File: config.mk
export PLATFORM = sky130hd
export DESIGN_NAME = pc_fetch_unit
export DESIGN_NICKNAME = d
export VERILOG_FILES = /design/src/rtl/fetch_pkg.sv /design/src/rtl/fetch_queue.sv /design/src/rtl/pc_fetch_unit.sv
export SDC_FILE = /design/constraint.sdc
export NUM_CORES = 1
export LEC_CHECK = 0
export BUFFER_PORTS_ARGS = -buffer_cell sky130_fd_sc_hd__buf_4
export CAP_MARGIN = 30
export CORE_MARGIN = 10
export CORE_UTILIZATION = 40
export DETAILED_ROUTE_END_ITERATION = 12
export PLACE_DENSITY = 0.73
export SLEW_MARGIN = 15
export SYNTH_ARGS = -nofsm -noshare
export SYNTH_HDL_FRONTEND = slang
export SYNTH_SLANG_ARGS = --single-unit
File: constraint.sdc
create_clock -name clk -period 4.5 [get_ports clk]
set_input_delay 0.45 -clock clk [delete_from_list [all_inputs] [get_ports clk]]
set_output_delay 0.45 -clock clk [all_outputs]
set_load 0.02 [all_outputs]
File: src/rtl/fetch_pkg.sv
// Shared types and constants for the instruction fetch path.
package fetch_pkg;

    localparam int PC_W = 8;
    localparam int INST_W = 32;
    localparam logic [PC_W-1:0] PC_STEP = 8'd4;

    typedef logic [PC_W-1:0] pc_t;
    typedef logic [INST_W-1:0] inst_t;

    // One queue slot: reserved with its PC at request time, data lands later.
    typedef struct packed {
        pc_t   pc;
        inst_t data;
        logic  filled;
    } fetch_entry_t;

    // Instruction addresses are word aligned; the low two bits are dropped.
    function automatic pc_t align_pc(input pc_t p);
        return {p[PC_W-1:2], 2'b00};
    endfunction

endpackage

File: src/rtl/fetch_queue.sv
// Reservation FIFO: slots are reserved at request time, filled in order by
// responses and popped by decode. Flush empties everything in one cycle.
module fetch_queue
    import fetch_pkg::*;
#(
    parameter int DEPTH = 2,
    localparam int CW = $clog2(DEPTH + 1)
) (
    input  logic         clk,
    input  logic         flush_i,
    input  logic         reserve_i,
    input  pc_t          reserve_pc_i,
    input  logic         fill_i,
    input  inst_t        fill_data_i,
    input  logic         pop_i,
    output fetch_entry_t head_o,
    output logic [CW-1:0] count_o,
    output logic [CW-1:0] unfilled_o
);

    localparam int IW = (DEPTH > 1) ? $clog2(DEPTH) : 1;

    fetch_entry_t  ent_q [DEPTH];
    logic [IW-1:0] head_q, head_d;
    logic [IW-1:0] tail_q, tail_d;
    logic [IW-1:0] fptr_q, fptr_d;
    logic [CW-1:0] count_q, count_d;
    logic [CW-1:0] unf_q, unf_d;

    function automatic logic [IW-1:0] nxt(input logic [IW-1:0] p);
        return (p == IW'(DEPTH - 1)) ? '0 : p + 1'b1;
    endfunction

    // Pointer and occupancy next-state; reserve, fill and pop are independent.
    always_comb begin
        head_d  = head_q;
        tail_d  = tail_q;
        fptr_d  = fptr_q;
        count_d = count_q;
        unf_d   = unf_q;
        if (flush_i) begin
            head_d  = '0;
            tail_d  = '0;
            fptr_d  = '0;
            count_d = '0;
            unf_d   = '0;
        end else begin
            if (reserve_i) tail_d = nxt(tail_q);
            if (fill_i)    fptr_d = nxt(fptr_q);
            if (pop_i)     head_d = nxt(head_q);
            count_d = count_q + CW'(reserve_i) - CW'(pop_i);
            unf_d   = unf_q + CW'(reserve_i) - CW'(fill_i);
        end
    end

    // Pointer/count registers; flush doubles as reset from the parent.
    always_ff @(posedge clk) begin
        head_q  <= head_d;
        tail_q  <= tail_d;
        fptr_q  <= fptr_d;
        count_q <= count_d;
        unf_q   <= unf_d;
    end

    // Slot storage. Popped slots drop their filled bit so an empty queue
    // never presents a stale head as valid.
    always_ff @(posedge clk) begin
        if (flush_i) begin
            for (int i = 0; i < DEPTH; i++) ent_q[i].filled <= 1'b0;
        end else begin
            if (reserve_i) ent_q[tail_q] <= '{pc: reserve_pc_i, data: '0, filled: 1'b0};
            if (fill_i) begin
                ent_q[fptr_q].data   <= fill_data_i;
                ent_q[fptr_q].filled <= 1'b1;
            end
            if (pop_i) ent_q[head_q].filled <= 1'b0;
        end
    end

    assign head_o     = ent_q[head_q];
    assign count_o    = count_q;
    assign unfilled_o = unf_q;

endmodule

File: src/rtl/pc_fetch_unit.sv
// PC register, request issue, stale-response dropping and decode handoff.
module pc_fetch_unit
    import fetch_pkg::*;
#(
    parameter logic [7:0] RESET_PC   = 8'h00,
    parameter int         FIFO_DEPTH = 2,
    parameter int         PC_W       = 8,
    parameter int         INST_W     = 32
) (
    input  logic              clk,
    input  logic              rst,
    input  logic              redirect_valid,
    input  logic [PC_W-1:0]   redirect_pc,
    output logic              imem_req_valid,
    input  logic              imem_req_ready,
    output logic [PC_W-1:0]   imem_addr,
    input  logic              imem_rsp_valid,
    input  logic [INST_W-1:0] imem_rsp_data,
    output logic              inst_valid,
    input  logic              inst_ready,
    output logic [INST_W-1:0] inst_data,
    output logic [PC_W-1:0]   inst_pc
);

    localparam int CW = $clog2(FIFO_DEPTH + 1);

    pc_t           pc_q, pc_d;
    logic [CW-1:0] drop_q, drop_d;
    logic [CW-1:0] q_count, q_unf;
    logic [CW:0]   occ;
    fetch_entry_t  head;
    logic          req_fire, pop, rsp_take, flush;

    // Outstanding work = queued slots plus responses still owed to a flush.
    // Only registered state feeds the issue decision, so a raised request
    // cannot drop until it is accepted (redirect/reset aside).
    assign occ            = {1'b0, q_count} + {1'b0, drop_q};
    assign imem_req_valid = !rst && !redirect_valid && (occ < (CW+1)'(FIFO_DEPTH));
    assign imem_addr      = pc_q;
    assign req_fire       = imem_req_valid && imem_req_ready;

    assign inst_valid = head.filled && !redirect_valid && !rst;
    assign inst_data  = head.data;
    assign inst_pc    = head.pc;
    assign pop        = inst_valid && inst_ready;

    assign flush    = rst || redirect_valid;
    assign rsp_take = imem_rsp_valid && !flush && (drop_q == '0) && (q_unf != '0);

    fetch_queue #(.DEPTH(FIFO_DEPTH)) u_queue (
        .clk          (clk),
        .flush_i      (flush),
        .reserve_i    (req_fire),
        .reserve_pc_i (pc_q),
        .fill_i       (rsp_take),
        .fill_data_i  (imem_rsp_data),
        .pop_i        (pop),
        .head_o       (head),
        .count_o      (q_count),
        .unfilled_o   (q_unf)
    );

    // Next PC and drop count. On redirect every unfilled slot becomes a
    // response to discard, less the one arriving right now.
    always_comb begin
        pc_d   = pc_q;
        drop_d = drop_q;
        if (redirect_valid) begin
            pc_d   = align_pc(pc_t'(redirect_pc));
            drop_d = drop_q + q_unf
                   - CW'(imem_rsp_valid && ((drop_q != '0) || (q_unf != '0)));
        end else begin
            if (req_fire) pc_d = pc_q + PC_STEP;
            if (imem_rsp_valid && (drop_q != '0)) drop_d = drop_q - 1'b1;
        end
    end

    // Architectural PC and drop counter.
    always_ff @(posedge clk) begin
        if (rst) begin
            pc_q   <= RESET_PC;
            drop_q <= '0;
        end else begin
            pc_q   <= pc_d;
            drop_q <= drop_d;
        end
    end

    // Every response must belong to a dropped or a reserved request.
    rsp_has_owner: assert property (@(posedge clk) disable iff (rst)
        imem_rsp_valid |-> ((drop_q != '0) || (q_unf != '0)));

endmodule
# == Word-level counts from Yosys, hierarchy flattened ==
# Memories as Yosys holds them, arrays and structs flattened. A register that Yosys moved wholly into a read port is not among the register bits.
# Index checks and enable logic that the tools add are counted.
# word_totals
reg_bits,17
ramBits,82
output_inout_bits,50
wordCells,72
memories,1
# op_classes
n_addsub,12
order_cmp,1
muxes,26
n_reduce_logical,24
# mem_list
name,depth,word_bits,read_ports,rd_ports_with_merged_regs,write_ports,line_no,text
u_queue.ent_q,2,41,1,1,3,fetch_queue.sv:23,fetch_entry_t ent_q [DEPTH];
# op_table
cell,n
41-bit 2-to-1 mux,2
41-bit OR reduction,2
1-bit 2-to-1 mux,18
8-bit 2-to-1 mux,2
1-bit logical AND,11
8-bit by 3-bit adder with 8-bit output (second input constant),1
2-bit nonzero test,4
2-bit 2-to-1 mux,3
2-bit by 1-bit subtractor with 2-bit output,3
2-bit by 1-bit adder with 2-bit output,2
1-bit adder (second input constant),3
2-bit by 2-bit adder with 3-bit output,1
1-bit logical NOT,3
3-bit by 2-bit < comparator with 1-bit output (second input constant),1
3-bit 2-to-1 mux,1
2-bit adder,1
2-bit logical NOT,1
1-bit logical OR,2
2-bit OR reduction,1
2-bit by 1-bit subtractor with 2-bit output (second input constant),1

# == Depth between registers and ports, before layout ==
# Gate-level depths: netlist of run 1.
# logic_depth
ltp_word,10
depth_mapped,11

# == Modules after synthesis ==
# A second synthesis of run 1 with hierarchy kept.
# unflattened
hier_cells,317
hier_area_um2,4513.1
# by_module_without_submodules
module,instances,cells_per_inst,area_per_inst_um2,seq_area_each_um2
fetch_queue,1,245,3880.0,2602.5
pc_fetch_unit,1,72,633.1,160.2

# == Least setup slack after synthesis of run 1 ==
# No wires, ideal clock.
# synth_timing
kind,reg2reg
from,register drop_q[0]
to,memory u_queue.ent_q[0][10] in the netlist's numbering (enable)
arrival_ns,2.603
t_required_ns,4.125
path_slack_ns,1.522
stages_incl_launch_ff,8
path_buffers,1
period_less_slack_ns,2.978
cell_sequence,dfxtp_1 > inv_1 > nor2_1 > fa_1 > or3b_1 > buf_2 > nor3_1 > or2_2
# synth_lines
item,line_no,text
start: declaration,pc_fetch_unit.sv:28,"logic [CW-1:0] drop_q, drop_d;"
start signal: assignment,pc_fetch_unit.sv:85,drop_q <= drop_d;
end: declaration,fetch_queue.sv:23,

==> metrics.yaml, run 1 <==
worst_setup_path_start_kind: "register"
gr-total-overflow: 0
grt_pass1_wl_mm: 13.54
finish.net_count: 457
hp-class: "input port to register"
ant_nets: 0
setup_viol: 0
cap_violations: 0
yosysUniqueCellTypes: 46
worst_pin_slew_ps: 831.8
gr-usage-met3_pct: 4.796
power_density_nw_per_um2: 323.0
ir_drop_uv: 187.5
outcome: "complete, no violations"
place.detailed.hpwl_mm: 5.974
crit_required_ps: 4480
synth-xor-area-share_pct: 1.836
synth-async-reset-ratio_pct: 0
drcViolationCount: 0
period_needed_ps: 3144
core_sq_um: 10370
arrival_ps: 3120
routabilityCongestion: 0.7547
synth_warnings: 0
synth_top_area_share_pct: 53.15
ys_top_cells_by_count: "edfxtp_1 (76), and2_1 (67), mux2_2 (38)"
synth_top_family_by_area: "simple AND/OR/NAND/NOR gates"
die_w_um: 123.6
power_uw: 1704
end_kind: "register"
via_per_inst: 4.901
via_count: 2661
avgSynthCellArea_sq_um: 13.68
met1_usage_pct: 13.20
synth-adder-area-share_pct: 2.797
grtUsageMet2_pct: 18.97
maxSlewViolCount: 0
grt_antenna_before_repair: 0
track_usage_pct: 11.33
clk_pin_slew_ps: 100
synthCells: 314
cts.htree.levels: 3
yosysMostFrequentCell: "edfxtp_1"
postCtsResizedCells: 0
cts_tree: "built"
postCtsHoldBufs: 0
post-route-period-util_pct: 69.87
wirelength_mm: 8.692
syn_area_sq_um: 4294
synth_compound_area_share_pct: 3.700
n_antenna_cell: 0
ys_ff_latch: 94
ys_seq_area_share_pct: 61.54
synth_area_leaders: "edfxtp_1 (53%), mux2_2 (10%), and2_1 (9.8%)"
io_pins: 96
drive_gt1_share_pct: 37.84
start_util_pct: 41.41
synth_edf_count: 76
dieArea_sq_um: 15280
portBuffers: 89
slew_headroom_pct: 44.55
yosys.area.top_type: "edfxtp_1"
cts_setup_buffers: 0
tns_ps: 0
die_y_um: 123.6
synth-simple-area-share_pct: 15.62
p_leak_uw: 0.001913
cts_sinks: 94
path_class: "register to register"
cts_inserted_buffers: 9
hold_violations: 0
syn_to_final_growth_pct: 22.84
ff2ff_setup_slack_ps: 1360
max_freq_mhz: 318.1
grt_busiest_layer: "met2"
cts_max_path_buffers: 2
grt_pass1_vias: 2731
wire_per_inst_um: 16.01
synth_flop_cell: "edfxtp_1"
dr.pass1.iters: 4
skew_ps: 14.57
synth.area.mux_share_pct: 10.66
path_max_fanout: 32
rsz0062_at_grt: "no"
insertion_delay_ps: 350
drt_iter0_markers: 96
grt_max_degree: 40
std_cell_rows: 37
cts_root_buf: "clkbuf_8"
-- layer usage --
metal,part of all wire [%],vias up
met1,41,1284
met3,9.2,2
met2,49,86
met5,0,-
li1,-,1289
met4,0.31,0
-- sequential cells by signal, summed over array words and instances (netlist names), named ones only --
name / count
u_queue.unfilled_o: 2
drop_q: 2
u_queue.ent_q: 78
u_queue.count_o: 2
imem_addr: 6
u_queue.head_q: 1
u_queue.tail_q: 1
u_queue.fptr_q: 1
-- where the power goes --
group	switching (uW)	leakage, uW	internal [uW]	total, uW
registers	15.1	0.000752	959	974
logic	93.6	0.00106	83.8	177
clock network	293	0.0000993	259	552
-- layout by cell type (no fill, tap or decap), types with 2 or more instances in the layout --
cell type  instances
buf_4             93
edfxtp_1          76
and2_1            67
mux2_2            38
dfxtp_1           17
nor2_1            13
inv_1             12
clkbuf_8           9
ha_1               8
xnor2_1            7
nand2_1            5
a211oi_1           5
nor3_1             4
conb_1             4
mux2i_1            3
a311oi_1           3
nor3b_2            2
or2_2              2
nand3_1            2
or3_1              2
o21ai_0            2
o31a_1             2
a21oi_1            2
xor2_1             2
clkinv_4           2
clkinv_1           2
inv_6              2
-- metrics by stage --
stage               instance area [sq um]  utilization [%]  worst slack [ps]  cells  hold slack, ps
floorplan                            4305                -              1522    317           467.1
global placement                     5051            48.71              1362    525           487.3
detailed placement                   5051            48.71              1350    525           498.7
CTS                                  5248            50.60              1320    541           303.0
global route                         5275            50.87              1157    543           297.0
finish                               5275            50.87              1356    543           325.7
-- worst max-delay path, stage by stage (launching register included) --
cell     delay [ps]
dfxtp_1         380
inv_1            70
nor2_1          130
fa_1            480
nor3b_2         530
and3_1          420
or2_2           730
-- final timing paths --
path / from / endpoint / depth (start not counted)
max: drop_q[0] / u_queue.ent_q[1][7] / 6
min: redirect_valid / drop_q[1] / 2
max reg2reg: drop_q[0] / u_queue.ent_q[1][7] / 6
min reg2reg: u_queue.ent_q[0][0] / u_queue.ent_q[0][0] / 2
-- cell type report --
type	instances	area, sq um
Clock buffer	9	123.9
Clock inverter	7	72.57
Fill cell	924	5095
Inverter	12	45.04
Multi-Input combinational cell	191	1501
Sequential cell	94	2644
Tap cell	136	170.2
Timing Repair Buffer	94	718.2
-- cell families after synthesis --
logic type / Yosys count
simple gates: 107
fa+ha+maj: 9
flops: 94
mux: 41
compound gates: 21
other cells: 1
xor+xnor: 9
buf+inv: 32
Power figures use the tool's default switching activity.
==> run 2: changes to the inputs <==
Clock period 4.5 ns to 2.9 ns, I/O delays scaled along.
==> run 2 against run 1 <==
  * Register-to-register slack lost 880 ps
  * Combinational power up 60%
  * Count of clock-buffer cells in the layout up 1
  * Routed wire length up 0.84%
  * Flip-flop and latch count unchanged
  * Power is 56% higher
  * Utilization is 0.43 points higher
  * First-iteration DRC count is 13% higher
  * Die area unchanged
  * Sequential share of layout area fell by 0.42 points
  * Critical endpoint is now u_queue.ent_q[0][32]
  * Largest cell class unchanged
==> metrics.yaml, run 2 (same netlist as run 1, synthesis figures left out) <==
path_max_fanout: 32  # unchanged
cts_tree: "built"
ir_drop_uv: 233.9  # +25%
power_density_nw_per_um2: 500.4  # +55%
skew_ps: 7.231  # -7.336 ps
whs_endpoint: "drop_q[1]"
via_count: 2633  # -1.1%
drt_iter0_markers: 108  # +13%
hp-class: "input port to register"
arrival_ps: 2480  # -640 ps
gr-usage-met3_pct: 3.891  # -0.90 points
cp_slowest_cell: "fa_1"
track_usage_pct: 11.86  # +0.53 points
seqPwrFrac_pct: 56.8  # -0.4 points
start_util_pct: 41.41  # unchanged
p_leak_uw: 0.001933  # +1.1%
combPwrFrac_pct: 10.7  # +0.3 points
cap_violations: 0  # unchanged
final_cell_mix: "buf_4 (96), edfxtp_1 (76), and2_1 (67), mux2_2 (38), dfxtp_1 (17)"
min_from: "redirect_valid"
cts_sinks: 94  # unchanged
r2r_end: "u_queue.ent_q[0][32]"
largest_reg_flops: 78  # unchanged
via_per_inst: 4.814  # -1.8%
drcViolationCount: 0  # unchanged
portBuffers: 89  # unchanged
outcome: "complete, no violations"
routabilityCongestion: 0.7865  # +4.2%
cts_inserted_buffers: 9  # unchanged
io_pins: 96  # unchanged
path_cells: "inv_1, nor2_1, fa_1, or3b_1, nor3_1, or2_4, buf_12"
cp_top_family: "simple AND/OR/NAND/NOR gates"
cts_root_buf: "clkbuf_8"
insertion_delay_ps: 360  # about the same
rsz0062_at_grt: "no"
grt_max_degree: 39  # -2.5%
p_int_uw: 2031  # +56%
dr.pass1.iters: 4  # unchanged
power_frac_clock_pct: 32.6  # +0.2 points
r2r_cells: 7  # +1
worst_pin_slew_ps: 606.0  # -225.8 ps
die_w_um: 123.6  # unchanged
worst_setup_path_start_kind: "register"
switching_share_pct: 23.72  # +0.15 points
maxSlewViolCount: 0  # unchanged
grt_pass1_wl_mm: 14.04  # +3.7%
place.detailed.hpwl_mm: 6.128  # +2.6%
die_y_um: 123.6  # unchanged
clk_pin_slew_ps: 90  # about the same
postCtsResizedCells: 0  # unchanged
grt_antenna_before_repair: 0  # unchanged
ff2ff_setup_slack_ps: 470  # -880 ps
crit_required_ps: 2960  # -1520 ps
setup_viol: 0  # unchanged
grt_pass1_vias: 2845  # +4.2%
regMostFlops: "u_queue.ent_q"
std_cell_rows: 37  # unchanged
path_class: "register to register"
max_freq_mhz: 412.3  # +30%
wirelength_mm: 8.765  # +0.84%
core_sq_um: 10370  # unchanged
finish.net_count: 461  # +0.88%
pre_cts_slack_ps: 465.2  # -884.4 ps
tns_ps: 0  # unchanged
end_kind: "register"
gr-total-overflow: 0  # unchanged
cts.htree.levels: 3  # unchanged
critPathMaxStageDelay_ps: 470  # -260 ps
postCtsHoldBufs: 0  # unchanged
r2r-start: "drop_q[0]"
grtUsageMet2_pct: 20.40  # +1.4 points
slew_headroom_pct: 59.45  # +15 points
wire_per_inst_um: 16.02  # +0.10%
dieArea_sq_um: 15280  # unchanged
post-route-period-util_pct: 83.64  # +14 points
min_path_cells: 2  # unchanged
met1_usage_pct: 13.56  # +0.36 points
drive_gt1_share_pct: 38.69  # +0.85 points
cts_setup_buffers: 0  # unchanged
placed_area_sq_um: 5124  # +1.4%
period_needed_ps: 2425  # -718.5 ps
power_uw: 2662  # +56%
cts_max_path_buffers: 2  # unchanged
syn_to_final_growth_pct: 23.89
grt_busiest_layer: "met2"
power_switching_uw: 631.4  # +57%
design_area_sq_um: 5320  # +0.85%
ant_nets: 0  # unchanged
n_antenna_cell: 0  # unchanged
layout_commonest_cell: "buf_4"
n_fill_cell: 910  # -1.5%
layout_setup_ws_ps: 474.6  # -881.5 ps
hold_violations: 0  # unchanged
critPathBufInv: 2  # +1
run 2: area by class of cell:
type / instances / area, sq um / area share (%)
clock buffer: 10 / 127.6 / 2.399
multi-input combinational: 191 / 1504 / 28.27
clock inverter: 6 / 68.82 / 1.294
tap: 136 / 170.2 / 3.198
timing repair buffer: 98 / 760.7 / 14.30
inverter: 12 / 45.04 / 0.8467
sequential: 94 / 2644 / 49.69
run 2: power groups by stage:
stage / Clock, uW / Sequential (uW) / Combinational [uW]
floorplan: 0 / 1540 / 156
global placement: 0 / 1540 / 284
detailed placement: 0 / 1540 / 288
CTS: 892 / 1510 / 289
global route: 959 / 1520 / 312
finish: 867 / 1510 / 284
run 2: per-layer routing:
layer	part of all wire (%)	routed length, um
met1	41	3622
met2	50	4415
met3	6.9	602
met4	1.4	124
met5	0	0
run 2: stage by stage:
stage	utilization [%]	instances	hold slack (ps)
final	51.30	547	164.2
after global routing	51.30	547	155.2
after CTS	51.30	547	140.4
after detailed placement	49.41	531	503.0
after global placement	49.41	531	486.3
after floorplan	-	317	438.3
run 2: worst max path at each step:
stage | startpoint | to | slack [ps] | cells after the start
3_3_place_gp | drop_q[0] | u_queue.ent_q[0][14] | 500 | 7
2_1_floorplan | drop_q[0] | u_queue.ent_q[0][10] | 70 | 7
3_5_place_dp | drop_q[0] | u_queue.ent_q[0][13] | 470 | 7
6_report | drop_q[0] | u_queue.ent_q[0][32] | 470 | 7
4_1_cts | drop_q[0] | u_queue.ent_q[0][30] | 440 | 7
5_1_grt | drop_q[0] | u_queue.ent_q[0][29] | 320 | 7
run 2: worst reg2reg max path: stages, from the launching register on:
cell	delay, ps
dfxtp_1	390
inv_1	80
nor2_1	130
fa_1	470
or3b_1	440
nor3_1	220
or2_4	180
buf_12	210
==> run 3: changes to the inputs <==
Settings changed: PLACE_DENSITY 0.73 to 0.75.
Clock period 2.9 ns to 2 ns, I/O delays scaled along.
==> run 3 against run 2 <==
  * The run now ends with negative setup slack left
  * Sequential share of layout area fell by 2.8 points
  * Routed wire length increased by 9.3%
  * Combinational power is 78% higher
  * Global-route usage rose by 0.092 points
==> metrics.yaml, run 3 (same netlist as run 1, synthesis figures left out) <==
outcome: "finished with violations"
violations: "negative setup slack"
power_uw: 3970  # +49%
cap_violations: 0  # unchanged
insertion_delay_ps: 350  # about the same
cts_tree: "built"
critPathBufInv: 3  # +1
p_leak_uw: 0.002069  # +7.0%
design_area_sq_um: 5647  # +6.1%
post-route-period-util_pct: 108.0  # +24 points
hold-worst-slack_ps: 97.50  # -66.71 ps
die_w_um: 123.6  # unchanged
via_count: 2756  # +4.7%
r2r_cells: 8  # +1
via_per_inst: 4.861  # +0.98%
wl_met2_mm: 4.624  # +4.7%
die_y_um: 123.6  # unchanged
syn_to_final_growth_pct: 31.50
period_needed_ps: 2160  # -265.3 ps
grt_pass1_vias: 2882  # +1.3%
critPathMaxStageDelay_ps: 430  # -40 ps
std_cell_rows: 37  # unchanged
drive_gt1_share_pct: 45.01  # +6.3 points
routabilityCongestion: 0.8144  # +3.5%
cts_max_path_buffers: 2  # unchanged
min_from: "redirect_pc[4]"
skew_ps: 8.857  # +1.626 ps
cp_slowest_cell: "fa_1"
layout_commonest_cell: "buf_4"
r2r-start: "u_queue.count_o[0]"
drt_iter0_markers: 135  # +25%
drcViolationCount: 0  # unchanged
ir_drop_uv: 325.6  # +39%
rsz0062_at_grt: "yes"
cts_inserted_buffers: 9  # unchanged
drt-met1-wl_mm: 4.003  # +11%
grt_antenna_before_repair: 0  # unchanged
regMostFlops: "u_queue.ent_q"
placed_area_sq_um: 5259  # +2.6%
cts_root_buf: "clkbuf_8"
track_usage_pct: 11.96  # +0.092 points
final_cell_mix: "buf_4 (105), edfxtp_1 (76), and2_1 (67), mux2_2 (38), dfxtp_1 (14)"
hp-class: "input port to register"
n_antenna_cell: 0  # unchanged
finish.net_count: 481  # +4.3%
start_util_pct: 41.41  # unchanged
crit_required_ps: 2080  # -880 ps
dr_wl_met3_um: 849  # +41%
path_max_fanout: 11  # -66%
arrival_ps: 2240  # -240 ps
wire_per_inst_um: 16.89  # +5.4%
path_cells: "inv_2, nor2_2, fa_1, buf_4, nor3b_4, and3_4, or2_4, clkbuf_16"
maxSlewViolCount: 0  # unchanged
end_kind: "register"
worst_setup_path_start_kind: "register"
largest_reg_flops: 78  # unchanged
r2r_end: "u_queue.ent_q[1][21]"
place.detailed.hpwl_mm: 6.712  # +9.5%
grt_max_degree: 39  # unchanged
ant_nets: 0  # unchanged
dieArea_sq_um: 15280  # unchanged
cts.htree.levels: 3  # unchanged
core_sq_um: 10370  # unchanged
io_pins: 96  # unchanged
dr.pass1.iters: 4  # unchanged
placedCellCount: 545  # +2.6%
tns_ps: -8537  # -8537 ps
setup_viol: 69  # +69
gr-total-overflow: 0  # unchanged
clk_pin_slew_ps: 90  # about the same
wirelength_mm: 9.578  # +9.3%
power_density_nw_per_um2: 703.0  # +41%
stdcell_count: 567  # +3.7%
ff2ff_setup_slack_ps: -160  # -630 ps
grt_pass1_wl_mm: 14.15  # +0.78%
top_layer_used: "met4"
path_class: "register to register"
postCtsHoldBufs: 0  # unchanged
portBuffers: 89  # unchanged
whs_endpoint: "imem_addr[4]"
max_freq_mhz: 462.9  # +12%
layout_setup_ws_ps: -160.2  # -634.8 ps
hold_violations: 0  # unchanged
cts_sinks: 94  # unchanged
cp_top_family: "simple AND/OR/NAND/NOR gates"
min_path_cells: 3  # +1
-- run 3: changes by cell type in the layout (fill, tap and decap cells not counted), sizes merged --
| cell | previous run | this run |
|---|---|---|
| buf | 98 | 115 |
| clkinv | 2 | 3 |
| clkbuf | 10 | 12 |
-- run 3: final cells by class --
cell class                 instances  area [sq um]
sequential                        94          2648
fill                             861          4723
inverter                          12         45.04
timing repair buffer             118          1006
multi-input combinational        191          1573
clock buffer                       9         123.9
clock inverter                     7         81.33
tap                              136         170.2
-- run 3: what timing repair did --
action | in CTS | in global routing
setup buffers | 2 | 2
setup endpoints to repair | 78 | 165
resized for setup | 12 | 11
pin swaps | 5 | 10
cloned | 0 | 3
-- run 3: metrics by stage --
step           util [%]  setup slack [ps]
4_1_cts           53.27            -186.1
3_5_place_dp      50.71            -250.9
2_1_floorplan         -            -450.0
5_1_grt           54.45            -251.7
6_report          54.45            -160.2
3_3_place_gp      50.71            -183.6
-- run 3: metal layers --
metal	vias to the layer above	global-route usage, %
li1	1332	-
met5	-	0
met3	8	3.710
met4	0	4.367
met2	92	19.57
met1	1324	14.57
-- run 3: power by group --
part / total, uW / internal [uW] / switching, uW
clock: 1270 / 593 / 677
sequential: 2190 / 2160 / 34.9
combinational: 506 / 256 / 250
-- run 3: worst max-delay path by stage --
| stage | from | slack, ps | end | cells past startpoint |
|---|---|---|---|---|
| floorplan | drop_q[0] | -450 | u_queue.ent_q[0][10] | 7 |
| global placement | u_queue.count_o[0] | -180 | u_queue.count_o[1] | 9 |
| finish | u_queue.count_o[0] | -160 | u_queue.ent_q[1][21] | 8 |
| CTS | u_queue.count_o[0] | -190 | u_queue.ent_q[0][10] | 7 |
| detailed placement | u_queue.count_o[0] | -250 | imem_addr[6] | 7 |
| global route | u_queue.count_o[0] | -250 | u_queue.ent_q[0][21] | 7 |
-- run 3: worst register-to-register path: stages (launching register included) --
cell and delay [ps]:
dfxtp_2 330, inv_2 40, nor2_2 100, fa_1 430, buf_4 170, nor3b_4 200, and3_4 210, or2_4 200
clkbuf_16 190
